### config.mk
export PLATFORM = sky130hd
export DESIGN_NAME = wb_master_port
export DESIGN_NICKNAME = d
export VERILOG_FILES = /design/src/rtl/wb_master_pkg.sv /design/src/rtl/wb_master_port_timeout.sv /design/src/rtl/wb_master_port.sv
export SDC_FILE = /design/constraint.sdc
export NUM_CORES = 1
export LEC_CHECK = 0
export CORE_MARGIN = 5
export CORE_UTILIZATION = 44
export CTS_CLUSTER_SIZE = 12
export DETAILED_ROUTE_END_ITERATION = 8
export HOLD_SLACK_MARGIN = 0.05
export MAX_ROUTING_LAYER = met4
export PLACE_DENSITY = 0.85
export SLEW_MARGIN = 5
export SYNTH_ARGS = -nofsm -noshare
export SYNTH_HDL_FRONTEND = slang
export SYNTH_SLANG_ARGS = --single-unit
### constraint.sdc
create_clock -name wb_clk_i -period 7.7 [get_ports wb_clk_i]
set_clock_uncertainty 0.15 [all_clocks]
set_input_delay 1.54 -clock wb_clk_i [delete_from_list [all_inputs] [get_ports wb_clk_i]]
set_output_delay 1.54 -clock wb_clk_i [all_outputs]
set_load 0.1 [all_outputs]
### src/rtl/wb_master_pkg.sv
// Shared types and constants for the Wishbone classic-cycle initiator.
package wb_master_pkg;

  typedef enum logic [1:0] {
    ST_IDLE = 2'd0,
    ST_BUS  = 2'd1,
    ST_RSP  = 2'd2
  } state_t;

  localparam int unsigned DEF_TIMEOUT = 255;
  localparam int unsigned DEF_ERRW    = 8;

  localparam int unsigned ADR_W = 32;
  localparam int unsigned DAT_W = 32;
  localparam int unsigned SEL_W = 4;

endpackage

### src/rtl/wb_master_port_timeout.sv
// Clearable, non-wrapping cycle counter; o_tc flags the last allowed strobe cycle.
module wb_timeout_ctr #(
  parameter int unsigned TIMEOUT = 255
) (
  input  logic i_clk,
  input  logic i_rst,
  input  logic i_clr,
  input  logic i_en,
  output logic o_tc
);

  // TIMEOUT=0 still needs a legal (1-bit) counter even though o_tc never fires.
  localparam int unsigned CW = (TIMEOUT == 0) ? 1 : $clog2(TIMEOUT + 1);
  localparam logic [CW-1:0] LIM = (TIMEOUT == 0) ? '0 : CW'(TIMEOUT - 1);

  logic [CW-1:0] r_cnt;

  always_ff @(posedge i_clk or posedge i_rst) begin
    if (i_rst) begin
      r_cnt <= '0;
    end else if (i_clr) begin
      r_cnt <= '0;
    end else if (i_en && (r_cnt != '1)) begin
      r_cnt <= r_cnt + 1'b1;
    end
  end

  assign o_tc = (TIMEOUT != 0) && (r_cnt == LIM);

endmodule

### src/rtl/wb_master_port.sv
// Single-outstanding Wishbone classic initiator: valid/ready command in,
// registered bus cycle with ack timeout, valid/ready response out.
module wb_master_port
  import wb_master_pkg::*;
#(
  parameter int unsigned TIMEOUT = DEF_TIMEOUT,
  parameter int unsigned ERRW    = DEF_ERRW
) (
  input  logic             wb_clk_i,
  input  logic             wb_rst_i,
  input  logic             cmd_valid_i,
  output logic             cmd_ready_o,
  input  logic             cmd_we_i,
  input  logic [ADR_W-1:0] cmd_adr_i,
  input  logic [DAT_W-1:0] cmd_dat_i,
  input  logic [SEL_W-1:0] cmd_sel_i,
  output logic             rsp_valid_o,
  input  logic             rsp_ready_i,
  output logic [DAT_W-1:0] rsp_dat_o,
  output logic             rsp_err_o,
  output logic [ERRW-1:0]  err_cnt_o,
  output logic [ADR_W-1:0] wb_adr_o,
  output logic [DAT_W-1:0] wb_dat_o,
  input  logic [DAT_W-1:0] wb_dat_i,
  output logic             wb_we_o,
  output logic [SEL_W-1:0] wb_sel_o,
  output logic             wb_stb_o,
  output logic             wb_cyc_o,
  input  logic             wb_ack_i
);

  state_t r_state, w_next;

  logic             w_accept, w_ack, w_tmo, w_tc;
  logic [ADR_W-1:0] r_adr;
  logic [DAT_W-1:0] r_dat;
  logic             r_we;
  logic [SEL_W-1:0] r_sel;
  logic             r_cyc;
  logic [DAT_W-1:0] r_rsp_dat;
  logic             r_rsp_err;
  logic [ERRW-1:0]  r_err_cnt;

  wb_timeout_ctr #(.TIMEOUT(TIMEOUT)) u_tmo (
    .i_clk (wb_clk_i),
    .i_rst (wb_rst_i),
    .i_clr (w_accept),
    .i_en  (r_state == ST_BUS),
    .o_tc  (w_tc)
  );

  always_ff @(posedge wb_clk_i or posedge wb_rst_i) begin
    if (wb_rst_i) r_state <= ST_IDLE;
    else          r_state <= w_next;
  end

  // Ack has priority over the timeout terminal count in the same cycle.
  always_comb begin
    w_next   = r_state;
    w_accept = 1'b0;
    w_ack    = 1'b0;
    w_tmo    = 1'b0;
    case (r_state)
      ST_IDLE: begin
        if (cmd_valid_i) begin
          w_accept = 1'b1;
          w_next   = ST_BUS;
        end
      end
      ST_BUS: begin
        if (wb_ack_i) begin
          w_ack  = 1'b1;
          w_next = ST_RSP;
        end else if (w_tc) begin
          w_tmo  = 1'b1;
          w_next = ST_RSP;
        end
      end
      ST_RSP: begin
        if (rsp_ready_i) w_next = ST_IDLE;
      end
      default: w_next = ST_IDLE;
    endcase
  end

  always_ff @(posedge wb_clk_i or posedge wb_rst_i) begin
    if (wb_rst_i) begin
      r_adr     <= '0;
      r_dat     <= '0;
      r_we      <= 1'b0;
      r_sel     <= '0;
      r_cyc     <= 1'b0;
      r_rsp_dat <= '0;
      r_rsp_err <= 1'b0;
      r_err_cnt <= '0;
    end else begin
      if (w_accept) begin
        r_adr <= cmd_adr_i;
        r_dat <= cmd_dat_i;
        r_we  <= cmd_we_i;
        r_sel <= cmd_sel_i;
        r_cyc <= 1'b1;
      end
      if (w_ack) begin
        r_cyc     <= 1'b0;
        r_rsp_dat <= r_we ? '0 : wb_dat_i;
        r_rsp_err <= 1'b0;
      end
      if (w_tmo) begin
        r_cyc     <= 1'b0;
        r_rsp_dat <= '0;
        r_rsp_err <= 1'b1;
        if (r_err_cnt != '1) r_err_cnt <= r_err_cnt + 1'b1;
      end
    end
  end

  assign cmd_ready_o = (r_state == ST_IDLE);
  assign rsp_valid_o = (r_state == ST_RSP);
  assign rsp_dat_o   = r_rsp_dat;
  assign rsp_err_o   = r_rsp_err;
  assign err_cnt_o   = r_err_cnt;
  assign wb_adr_o    = r_adr;
  assign wb_dat_o    = r_dat;
  assign wb_we_o     = r_we;
  assign wb_sel_o    = r_sel;
  assign wb_cyc_o    = r_cyc;
  assign wb_stb_o    = r_cyc;

endmodule

==> out/qor.csv, run 1 <==
metric,value,unit
antenna_found_initial,0,
gp_congestion,0.849,
synthSimpleGateAreaFrac,22.8,%
rows,38,
dieArea,0.0130,sq mm
cp_max_fo,9,
synth_compound_area_share,8.20,%
synth-seq-cells,121,
multi_input_area,0.00162,sq mm
synthMuxAreaShare,0.897,%
max_slew_margin,15.7,%
critPathMaxStageDelay,1210,ps
seq_area,0.00303,sq mm
grt_max_degree,80,
synth-async-reset-ratio,100,%
synth_top_family_by_area,simple AND/OR/NAND/NOR gates,
final_area,0.00757,sq mm
drtAntennaViolNets,0,
ys_seq_area_share,63.8,%
htree_num_levels,4,
min_path_type,reg2reg,
finalWirelength,13900,um
crit_arrival,2460,ps
cts_buffer_depth,2,
cp_cell_sequence,nor2_1 -> clkdlybuf4s50_1,
slew_violations,0,
period_needed,4150,ps
grt-ovfl-total,0,
dpl_cell_area,0.00704,sq mm
core,0.0107,sq mm
cp-end-kind,output pin,
cts-resized-gates,0,
syn_to_final_growth,59.6,%
tightest_slew,1260,ps
timing.final.crit_share,53.9,%
synth_cell_types,39,
grt_use_total,22.5,%
cts_setup_buffers,0,
setup_viol,0,
diodes,0,
grt_pass1_wl,22100,um
nFillCells,743,
grt_pass1_vias,4445,
io_buffer_count,219,
postSynthAreaPerCell,10.1,sq um
fmax,241,MHz
synth_edf_count,0,
cts.sinks,121,
start_util,44.3,%
path_clk_slew,60,ps
avgRoutedWirePerCell,16.6,um
drive_gt1_share,5.74,%
place_hpwl,9790,um
status,finished clean,
ctsHoldBuffers,0,
finalHoldViolCount,0,
synthCells,468,
clock_latency,510,ps
cap_viol_max_count,0,
cp.required,6010,ps
pin_count,220,
synth-xor-area-share,1.11,%
cp-start-kind,flip-flop,
fin_nets,795,
synth_flop_cell,dfrtp_1,
cts_root_buf,clkbuf_8,
synth_adder_area_share,0.791,%
cpMaxStageDelayCell,clkdlybuf4s50_1,
viasPerCell,4.98,
cts_tree,built,
dieWidth,114,um
syn_area,0.00474,sq mm
drcViolationCount,0,
die_h,114,um
worstSetupPathType,reg2out,
vias,4168,
dr.pass1.iters,7,
hold_slack,321,ps
synth_nets,577,
first_iter_violations,181,
tns,0,ps
synth_warnings,0,
grt_setup_unrepaired,false,
cts_made_buffers,17,
-- cell families (layout without fill, tap and decap cells) --
kind of cell | after synthesis | count (layout)
xor gates and xnor gates | 6 | 6
and+or+nand+nor | 259 | 259
AOI/OAI and AO/OA | 49 | 49
buffers and inverters | 26 | 255
DFF | 121 | 121
adders and majority gates | 3 | 3
muxes | 4 | 4
-- per-stage QoR --
stage	worst slack (ps)	std cells	util [%]
finish	3550	837	70.8
floorplan	2800	468	-
detailed placement	3990	807	65.8
CTS	3520	837	70.7
global route	3470	837	70.8
global placement	4100	807	65.8
-- synthesized netlist by cell type (3+ instances only) --
cell	n	share of area (%)
nand2b_1	4	0.53
xor2_1	4	0.74
nand3_1	8	0.84
a22o_1	32	5.9
dfrtp_1	121	64
nor2_1	11	0.87
a21oi_1	5	0.53
buf_2	10	1.1
inv_1	3	0.24
clkbuf_1	12	0.95
a31oi_1	3	0.40
nor3_1	4	0.42
nand2_1	216	17
ha_1	3	0.79
-- layer usage --
layer	track usage (%)	share of wire [%]
met5	-	0
met4	8.16	1.8
met3	7.11	7.4
met2	37.2	51
met1	26.0	40
-- final timing paths --
check | start | to | slack [ps] | cells past startpoint
max | r_state[0]$_DFFE_PP0P_ | cmd_ready_o | 3550 | 2
min | wb_dat_o[24]$_DFFE_PP0P_ | wb_dat_o[24]$_DFFE_PP0P_ | 320 | 2
max reg2reg | r_state[1]$_DFFE_PP0P_ | rsp_dat_o[5]$_DFFE_PP0P_ | 5360 | 4
min reg2reg | wb_dat_o[24]$_DFFE_PP0P_ | wb_dat_o[24]$_DFFE_PP0P_ | 320 | 2
max in group asynchronous | wb_rst_i | rsp_dat_o[22]$_DFFE_PP0P_ | 4740 | 3
min in group asynchronous | wb_rst_i | wb_dat_o[29]$_DFFE_PP0P_ | 1270 | 2
-- registers in the layout, summed over array words and instances, names as in the netlist --
name,count
wb_we_o,1
err_cnt_o,8
r_state,2
rsp_err_o,1
wb_dat_o,32
wb_cyc_o,1
wb_adr_o,32
wb_sel_o,4
rsp_dat_o,32
u_tmo.r_cnt,8
-- worst max-delay path: cells and delay by family (launching register included) --
| kind | cells | cell delay, ps |
|---|---|---|
| DFF | 1 | 460 |
| and+or+nand+nor | 1 | 270 |
| buffers and inverters | 1 | 1210 |
-- cells in the final DEF (no fill, tap or decap), drive strengths merged, types with 4 or more instances in the layout --
cell type        n
nand2          216
dfrtp          121
nor2            11
xor2             4
a22o            32
nand3            8
nand2b           4
a21oi            5
nor3             4
clkdlybuf4s50  219
clkbuf          28
-- layout make-up --
type                       instances  area share [%]
multi-input combinational        321            21.3
inverter                           3           0.182
tap                              140            2.31
timing repair buffer             222            29.2
sequential                       121            40.0
clock buffer                      28            6.81
clock inverter                     2           0.132
Power of run 1 is not shown: default switching activity piles up to over one toggle a cycle in this logic, so the estimate is an artifact.
==> run 2: changes to the inputs <==
Settings changed: CORE_UTILIZATION 44 to 37, PLACE_DENSITY 0.85 to 0.76.
Clock period 7.7 ns to 3.4 ns, I/O delays scaled along.
==> run 2 against run 1 <==
Against the previous run: sequential share of layout area increased by 0.58 points; utilization fell by 12 points; non-clock buffer count up 3; wire length decreased by 3.6%; final cell count increased by 4.4%; register-to-register slack got worse by 4100 ps; critical path type unchanged.
==> out/qor.csv, run 2 (synthesis results as in run 1) <==
metric,value,unit,change
dr.pass1.iters,5,,-2
hold_depth,2,,unchanged
start_util,37.6,%,-6.8 points
avgRoutedWirePerCell,15.3,um,-7.7%
grt_pass1_wl,21000,um,-4.8%
crit_arrival,1480,ps,-980 ps
cts_made_buffers,17,,unchanged
cts_root_buf,clkbuf_16,,
clock_latency,410,ps,-100 ps
drtAntennaViolNets,0,,unchanged
place_hpwl,9700,um,-0.93%
timing.final.crit_share,67.9,%,
path_clk_slew,50,ps,about the same
timing.rr.start,r_state[1]$_DFFE_PP0P_,,
diodes,0,,unchanged
finalHoldViolCount,0,,unchanged
core,0.0126,sq mm,+18%
htree_num_levels,4,,unchanged
grt_setup_unrepaired,false,,
io_buffer_count,219,,unchanged
syn_to_final_growth,57.3,%,
gp_congestion,0.818,,-3.6%
cts-resized-gates,0,,unchanged
cp-start-kind,flip-flop,,
worstSetupPathType,reg2out,,
pin_count,220,,unchanged
antenna_found_initial,0,,unchanged
cts_buffer_depth,2,,unchanged
max_slew_margin,47.2,%,+32 points
min_path_type,reg2reg,,
vias,4163,,-0.12%
drcViolationCount,0,,unchanged
status,finished clean,,
dieArea,0.0152,sq mm,+17%
layout_common_cells,"215 x nand2_1, 121 x dfrtp_1, 116 x buf_4",,
viasPerCell,4.76,,-4.3%
first_iter_violations,255,,+41%
tightest_slew,790,ps,-474 ps
cp_max_fo,9,,unchanged
drive_gt1_share,23.2,%,+17 points
period_needed,2310,ps,
r2r-end,rsp_dat_o[4]$_DFFE_PP0P_,,
rows,41,,+7.9%
hold_end,wb_adr_o[0]$_DFFE_PP0P_,,
die_h,123,um,+8.3%
cp.required,2570,ps,-3440 ps
cts_tree,built,,
reg2reg_depth,5,,+1
cts.sinks,121,,unchanged
cts_setup_buffers,0,,unchanged
grt_pass1_vias,4247,,-4.5%
dieWidth,123,um,+8.3%
grt_use_total,18.4,%,-4.1 points
grt-ovfl-total,0,,unchanged
slew_violations,0,,unchanged
fmax,433,MHz,
grt_max_degree,55,,-31%
setup_viol,0,,unchanged
tns,0,ps,unchanged
cap_viol_max_count,0,,unchanged
min_from,wb_adr_o[0]$_DFFE_PP0P_,,
layout.cells.most_common,nand2_1,,
finalWirelength,13400,um,-3.6%
fin_nets,798,,+0.38%
ctsHoldBuffers,0,,unchanged
r2r_setup_slack,1270,ps,-4090 ps
cp-end-kind,output pin,,
-- run 2: cell types whose count changed in the layout (fill, tap and decap cells not counted), moves of 3 or more --
cell | before | now
clkinvlp_4 | 0 | 6
clkbuf_8 | 7 | 1
clkdlybuf4s50_1 | 219 | 105
clkinv_2 | 2 | 5
buf_12 | 0 | 4
clkbuf_1 | 5 | 1
buf_4 | 3 | 116
bufinv_16 | 0 | 3
-- run 2: worst max-delay path by stage --
stage	startpoint	to	slack [ps]	cells after the start
after detailed placement	wb_ack_i	err_cnt_o[1]$_DFFE_PP0P_	690	5
after global placement	wb_ack_i	err_cnt_o[1]$_DFFE_PP0P_	740	5
after CTS	r_state[0]$_DFFE_PP0P_	cmd_ready_o	1070	2
after floorplan	r_state[0]$_DFFE_PP0P_	wb_we_o$_DFFE_PP0P_	450	6
after global routing	r_state[0]$_DFFE_PP0P_	cmd_ready_o	1010	2
final	r_state[0]$_DFFE_PP0P_	cmd_ready_o	1090	2
-- run 2: area by class of cell --
type / count / area [sq um]
Clock buffer: 19 / 443
Clock inverter: 13 / 153
Fill cell: 1105 / 5160
Inverter: 3 / 15.0
Multi-Input combinational cell: 321 / 1610
Sequential cell: 121 / 3030
Tap cell: 172 / 215
Timing Repair Buffer: 225 / 2000
-- run 2: layer usage --
metal	vias to the layer above	wire length, um	track usage [%]
met4	0	265	7.06
met2	166	6740	29.3
met3	25	1010	5.63
met1	1986	5390	22.0
li1	1986	-	-
met5	-	0	-
-- run 2: per-stage QoR --
stage               setup slack [ps]  instances  utilization, %  hold WS, ps  cell area [sq um]
floorplan                        449        468               -          334               4750
global placement                 739        842            54.4          309               6870
detailed placement               688        842            54.4          313               6870
CTS                             1070        874            59.1          327               7460
global route                    1010        874            59.1          346               7460
finish                          1090        874            59.1          321               7460
-- run 2: critical path: stages, from the launching register on --
cell and delay [ps]:
dfrtp_1 480, nor2_1 250, buf_4 340
Power of run 2 is left out for the same reason.
